`src/rtl/regfile_wb_arbiter.sv`:
```
// rtl/regfile_wb_arbiter.sv - register-file write-port arbiter for ALU, LSU and debug writebacks
module regfile_wb_arbiter #(
    parameter int XLEN = 32,
    parameter int AW   = 5
) (
    input  logic            clk,
    input  logic            rst,
    input  logic            hold,
    input  logic            dbg_valid,
    input  logic [AW-1:0]   dbg_rd,
    input  logic [XLEN-1:0] dbg_data,
    output logic            dbg_ready,
    input  logic            alu_valid,
    input  logic [AW-1:0]   alu_rd,
    input  logic [XLEN-1:0] alu_data,
    output logic            alu_ready,
    input  logic            lsu_valid,
    input  logic [AW-1:0]   lsu_rd,
    input  logic [XLEN-1:0] lsu_data,
    output logic            lsu_ready,
    output logic            rf_we,
    output logic [AW-1:0]   rf_rd_addr,
    output logic [XLEN-1:0] rf_rd_din,
    output logic [1:0]      wb_src
);

    localparam logic [1:0] SRC_NONE = 2'd0;
    localparam logic [1:0] SRC_ALU  = 2'd1;
    localparam logic [1:0] SRC_LSU  = 2'd2;
    localparam logic [1:0] SRC_DBG  = 2'd3;

    // Set when the LSU won the most recent ALU/LSU grant; the ALU then wins the next conflict.
    logic            last_lsu;
    logic            grant_any;
    logic [AW-1:0]   sel_rd;
    logic [XLEN-1:0] sel_data;
    logic [1:0]      sel_src;

    always_comb begin
        dbg_ready = 1'b0;
        alu_ready = 1'b0;
        lsu_ready = 1'b0;
        if (rst && !hold) begin
            if (dbg_valid) begin
                dbg_ready = 1'b1;
            end else if (alu_valid && lsu_valid) begin
                alu_ready = last_lsu;
                lsu_ready = !last_lsu;
            end else begin
                alu_ready = alu_valid;
                lsu_ready = lsu_valid;
            end
        end
    end

    always_comb begin
        grant_any = dbg_ready | alu_ready | lsu_ready;
        sel_rd    = '0;
        sel_data  = '0;
        sel_src   = SRC_NONE;
        if (dbg_ready) begin
            sel_rd   = dbg_rd;
            sel_data = dbg_data;
            sel_src  = SRC_DBG;
        end else if (alu_ready) begin
            sel_rd   = alu_rd;
            sel_data = alu_data;
            sel_src  = SRC_ALU;
        end else if (lsu_ready) begin
            sel_rd   = lsu_rd;
            sel_data = lsu_data;
            sel_src  = SRC_LSU;
        end
    end

    always_ff @(posedge clk or negedge rst) begin
        if (!rst) begin
            last_lsu   <= 1'b1;
            rf_we      <= 1'b0;
            rf_rd_addr <= '0;
            rf_rd_din  <= '0;
            wb_src     <= SRC_NONE;
        end else begin
            if (alu_ready) begin
                last_lsu <= 1'b0;
            end else if (lsu_ready) begin
                last_lsu <= 1'b1;
            end
            // Writes to x0 complete the handshake but never reach the register file.
            if (grant_any && sel_rd != '0) begin
                rf_we      <= 1'b1;
                rf_rd_addr <= sel_rd;
                rf_rd_din  <= sel_data;
                wb_src     <= sel_src;
            end else begin
                rf_we  <= 1'b0;
                wb_src <= SRC_NONE;
            end
        end
    end

endmodule

```
`config.mk`:
```
export PLATFORM = sky130hd
export DESIGN_NAME = regfile_wb_arbiter
export DESIGN_NICKNAME = d
export VERILOG_FILES = /design/src/rtl/regfile_wb_arbiter.sv
export SDC_FILE = /design/constraint.sdc
export NUM_CORES = 1
export LEC_CHECK = 0
export ABC_AREA = 0
export CAP_MARGIN = 20
export CELL_PAD_IN_SITES_DETAIL_PLACEMENT = 0
export CELL_PAD_IN_SITES_GLOBAL_PLACEMENT = 1
export CORE_ASPECT_RATIO = 1.2
export CORE_MARGIN = 3
export CORE_UTILIZATION = 27
export CTS_BUF_LIST = sky130_fd_sc_hd__clkbuf_4 sky130_fd_sc_hd__clkbuf_8
export DETAILED_ROUTE_END_ITERATION = 12
export GPL_TIMING_DRIVEN = 1
export HOLD_SLACK_MARGIN = 0.08
export PLACE_DENSITY = 0.95
export SLEW_MARGIN = 20
export SYNTH_ARGS = -nofsm -noshare
export SYNTH_HDL_FRONTEND = slang
export SYNTH_SLANG_ARGS = --single-unit
export TNS_END_PERCENT = 50
```
`constraint.sdc`:
```
create_clock -name clk -period 3.8 [get_ports clk]
set_clock_uncertainty 0.1 [all_clocks]
set_input_delay 0.95 -clock clk [delete_from_list [all_inputs] [get_ports clk]]
set_output_delay 0.95 -clock clk [all_outputs]
set_load 0.01 [all_outputs]
```
==> flow_summary.ini <==
[place]
dp.final_hpwl_um = 5640
globalplace.congestion = 0.706
placement.io_buffers = 159
dp_cells = 431

[cells_and_area]
drive_gt1_share_pct = 6.92
finalNetCount = 463
non_filler_cells_in_the_finished_layout = 439
layout_commonest_cell = sky130_fd_sc_hd__clkdlybuf4s50_1
final.fill_count = 708
layout.cells.most_common_list = sky130_fd_sc_hd__clkdlybuf4s50_1, sky130_fd_sc_hd__dfrtp_1, sky130_fd_sc_hd__inv_1, sky130_fd_sc_hd__a222oi_1, sky130_fd_sc_hd__mux2i_1
synthesis_to_finish_area_growth_pct = 79.2
antenna_cells = 0

[power]
p_leak_nw = 1.63
share_comb_of_total_power_pct = 34.5
power_report.internal_total_uw = 879
share_seq_of_total_power_pct = 42.7
pwr_density_cell_nw_per_um2 = 313
clock_power_share_pct = 22.9
vdd.ir_drop.worst_uv = 165
swShare_pct = 27.6
switchingPower_uw = 336

[synthesis]
ys.warnings.count = 0
syn_area_per_cell_um2 = 11.4
synth_fp_nets = 307
synthCells = 190
synth.lib_cells_used.distinct = 27
postSynthRegisterBits = 41
proportion_of_synthesized_chip_area_in_sequential_cells_pct = 47.3
mappedNetlistArea_um2 = 2170

[critical_path]
cp-end-kind = output pin
launching_point_of_the_worst_reg2reg_path = last_lsu
timing.reg2reg.setup_slack_ns = 1.22
timing.critical_path.cells = clkdlybuf4s50_1 > nor3b_2 > and3_1 > clkdlybuf4s50_1
critical_path_type = input pin to output pin
path_max_fanout = 5
reg2reg_to = rf_rd_din[20]
cp_data_arrival_time_ns = 2.55
critPathRequiredTime_ns = 2.75
worst_path_max_delay_cell = sky130_fd_sc_hd__clkdlybuf4s50_1
cp_slowest_stage_delay_ns = 0.56
cpMostUsedCell = sky130_fd_sc_hd__clkdlybuf4s50_1
ff2ff_path_depth = 8
startpoint_type = input pin

[clock_tree]
worstSkewPairLatency_ns = 0.28
cts_resized = 0
cts_max_path_buffers = 2
postCtsHoldBufs = 0
cts.sink_count = 41
cts_htree_levels = 2
postCtsSetupRepairBufs = 0
tritoncts_clock_tree = built
cts_made_buffers = 5
cts_root_buf = sky130_fd_sc_hd__clkbuf_8
clk_pin_slew_worst_paths_ns = 0.08

[timing]
finalSetupViolations = 0
timing.final.hold_violations = 0
timing.slew.headroom_pct = 65.3
max_slew.worst_pin.slew_ns = 0.521
finalWorstPathRequiredPeriod_ns = 3.60
achievable-frequency_mhz = 278
rsz0062_at_grt = no
timing_max_transition_violations_final = 0
timing.final.crit_share_pct = 94.8
setup_tns_ns = 0

[global_routing]
gr-total-overflow = 0
groute.usage.overall_pct = 15.2
initial_antenna_violation_count = 0
grt_pass1_vias = 2337
grt_first_pass_wirelength_um = 11000
grt_max_degree = 42

[floorplan]
floorplan.io_pins = 160
die_area_um2 = 9150
floorplan.die.height_um = 104
die_width_um = 87.8
rows = 35
initial_core_utilization_pct = 28.0
coreArea_um2 = 7750

[drt]
average_vias_per_placed_instance = 4.95
totalWireLength_um = 7140
dr_total_vias = 2173
antenna_left = 0
remaining_drc_errors = 0
post_drt_wl_per_cell_um = 16.3
first_iteration_detailed_routing_drc_count = 145
dr.pass1.iters = 6

[hold_path]
hold_path.startpoint = rf_rd_din[4]
holdPathEnd = rf_rd_din[4]
min-delay-path-class = flip-flop to flip-flop
hold_depth = 2

[outcome]
outcome = completed

[flow_run]
max-cap-violations = 0
==> flip-flops by register name, indices dropped and copies added, names as in the netlist <==
register	cells
rf_rd_addr	5
rf_rd_din	32
rf_we	1
last_lsu	1
wb_src	2
==> worst max path at each step <==
stage	start	end	slack (ns)
CTS	hold	lsu_ready	0.16
global route	hold	lsu_ready	0.11
floorplan	hold	dbg_ready	0.83
global placement	hold	lsu_ready	0.19
finish	hold	lsu_ready	0.20
detailed placement	hold	lsu_ready	0.16
==> cell families after synthesis <==
logic type             synth area share, %
buffers and inverters                 13.1
muxes                                 14.8
and+or+nand+nor                       4.61
DFF                                   47.3
AOI/OAI and AO/OA                     20.1
==> stage by stage <==
step | hold WS [ns] | utilization [%] | setup slack, ns | instance area (µm²) | power [mW]
5_1_grt | 0.440 | 50.2 | 0.113 | 3890 | 1.29
3_3_place_gp | 0.404 | 49.0 | 0.190 | 3800 | 0.943
3_5_place_dp | 0.409 | 49.0 | 0.158 | 3800 | 0.953
2_1_floorplan | 0.411 | - | 0.832 | 2170 | 0.705
6_report | 0.418 | 50.2 | 0.198 | 3890 | 1.22
4_1_cts | 0.422 | 50.2 | 0.158 | 3890 | 1.24
==> metal layers <==
| metal | share of wire, % | global-route usage [%] |
|---|---|---|
| met1 | 36 | 16.7 |
| met3 | 11 | 4.99 |
| met2 | 52 | 27.6 |
| met5 | 0 | 0 |
| met4 | 0.74 | 3.18 |
==> cells in the mapped netlist <==
| cell | n | area [µm²] |
|---|---|---|
| sky130_fd_sc_hd__and4_1 | 1 | 8.76 |
| sky130_fd_sc_hd__nand2_1 | 6 | 22.5 |
| sky130_fd_sc_hd__o21ai_1 | 1 | 5.00 |
| sky130_fd_sc_hd__a22oi_1 | 2 | 15.0 |
| sky130_fd_sc_hd__buf_4 | 1 | 7.51 |
| sky130_fd_sc_hd__and3b_1 | 1 | 8.76 |
| sky130_fd_sc_hd__a221oi_1 | 2 | 17.5 |
| sky130_fd_sc_hd__a22oi_2 | 1 | 12.5 |
| sky130_fd_sc_hd__or4_4 | 1 | 11.3 |
| sky130_fd_sc_hd__inv_1 | 38 | 143 |
| sky130_fd_sc_hd__o21a_1 | 2 | 15.0 |
| sky130_fd_sc_hd__clkbuf_1 | 11 | 41.3 |
| sky130_fd_sc_hd__o21bai_1 | 3 | 22.5 |
| sky130_fd_sc_hd__nor3b_2 | 1 | 12.5 |
| sky130_fd_sc_hd__a21oi_1 | 2 | 10.0 |
| sky130_fd_sc_hd__nand3_1 | 1 | 5.00 |
| sky130_fd_sc_hd__a31oi_1 | 1 | 6.26 |
| sky130_fd_sc_hd__buf_6 | 3 | 33.8 |
| sky130_fd_sc_hd__mux2i_1 | 32 | 320 |
| sky130_fd_sc_hd__buf_12 | 3 | 60.1 |
| sky130_fd_sc_hd__dfrtp_1 | 40 | 1000 |
| sky130_fd_sc_hd__and3_1 | 1 | 6.26 |
| sky130_fd_sc_hd__and3_4 | 1 | 11.3 |
| sky130_fd_sc_hd__nand2b_4 | 1 | 13.8 |
| sky130_fd_sc_hd__a222oi_1 | 32 | 320 |
| sky130_fd_sc_hd__o211ai_2 | 1 | 12.5 |
| sky130_fd_sc_hd__dfstp_2 | 1 | 26.3 |
==> worst max-delay path: cells and delay by family <==
family | cells | cell delay (ns)
buf+inv | 2 | 0.99
simple gates | 2 | 0.61
==> power groups by stage <==
stage                     Sequential [mW]  Combinational (mW)  Clock, mW
after global placement              0.526               0.417          0
after CTS                           0.519               0.426      0.296
after floorplan                     0.551               0.154          0
after detailed placement            0.528               0.425          0
final                               0.518               0.419      0.278
after global routing                0.526               0.451      0.312
==> final cells by class <==
class,count,area [µm²],share of cell area (%)
Clock buffer,5,68.8,1.77
Timing Repair Buffer,167,1660,42.7
Tap cell,92,115,2.96
Multi-Input combinational cell,93,857,22.0
Clock inverter,3,17.5,0.451
Sequential cell,41,1030,26.4
Inverter,38,143,3.67
(Power assumes the default switching activity.)
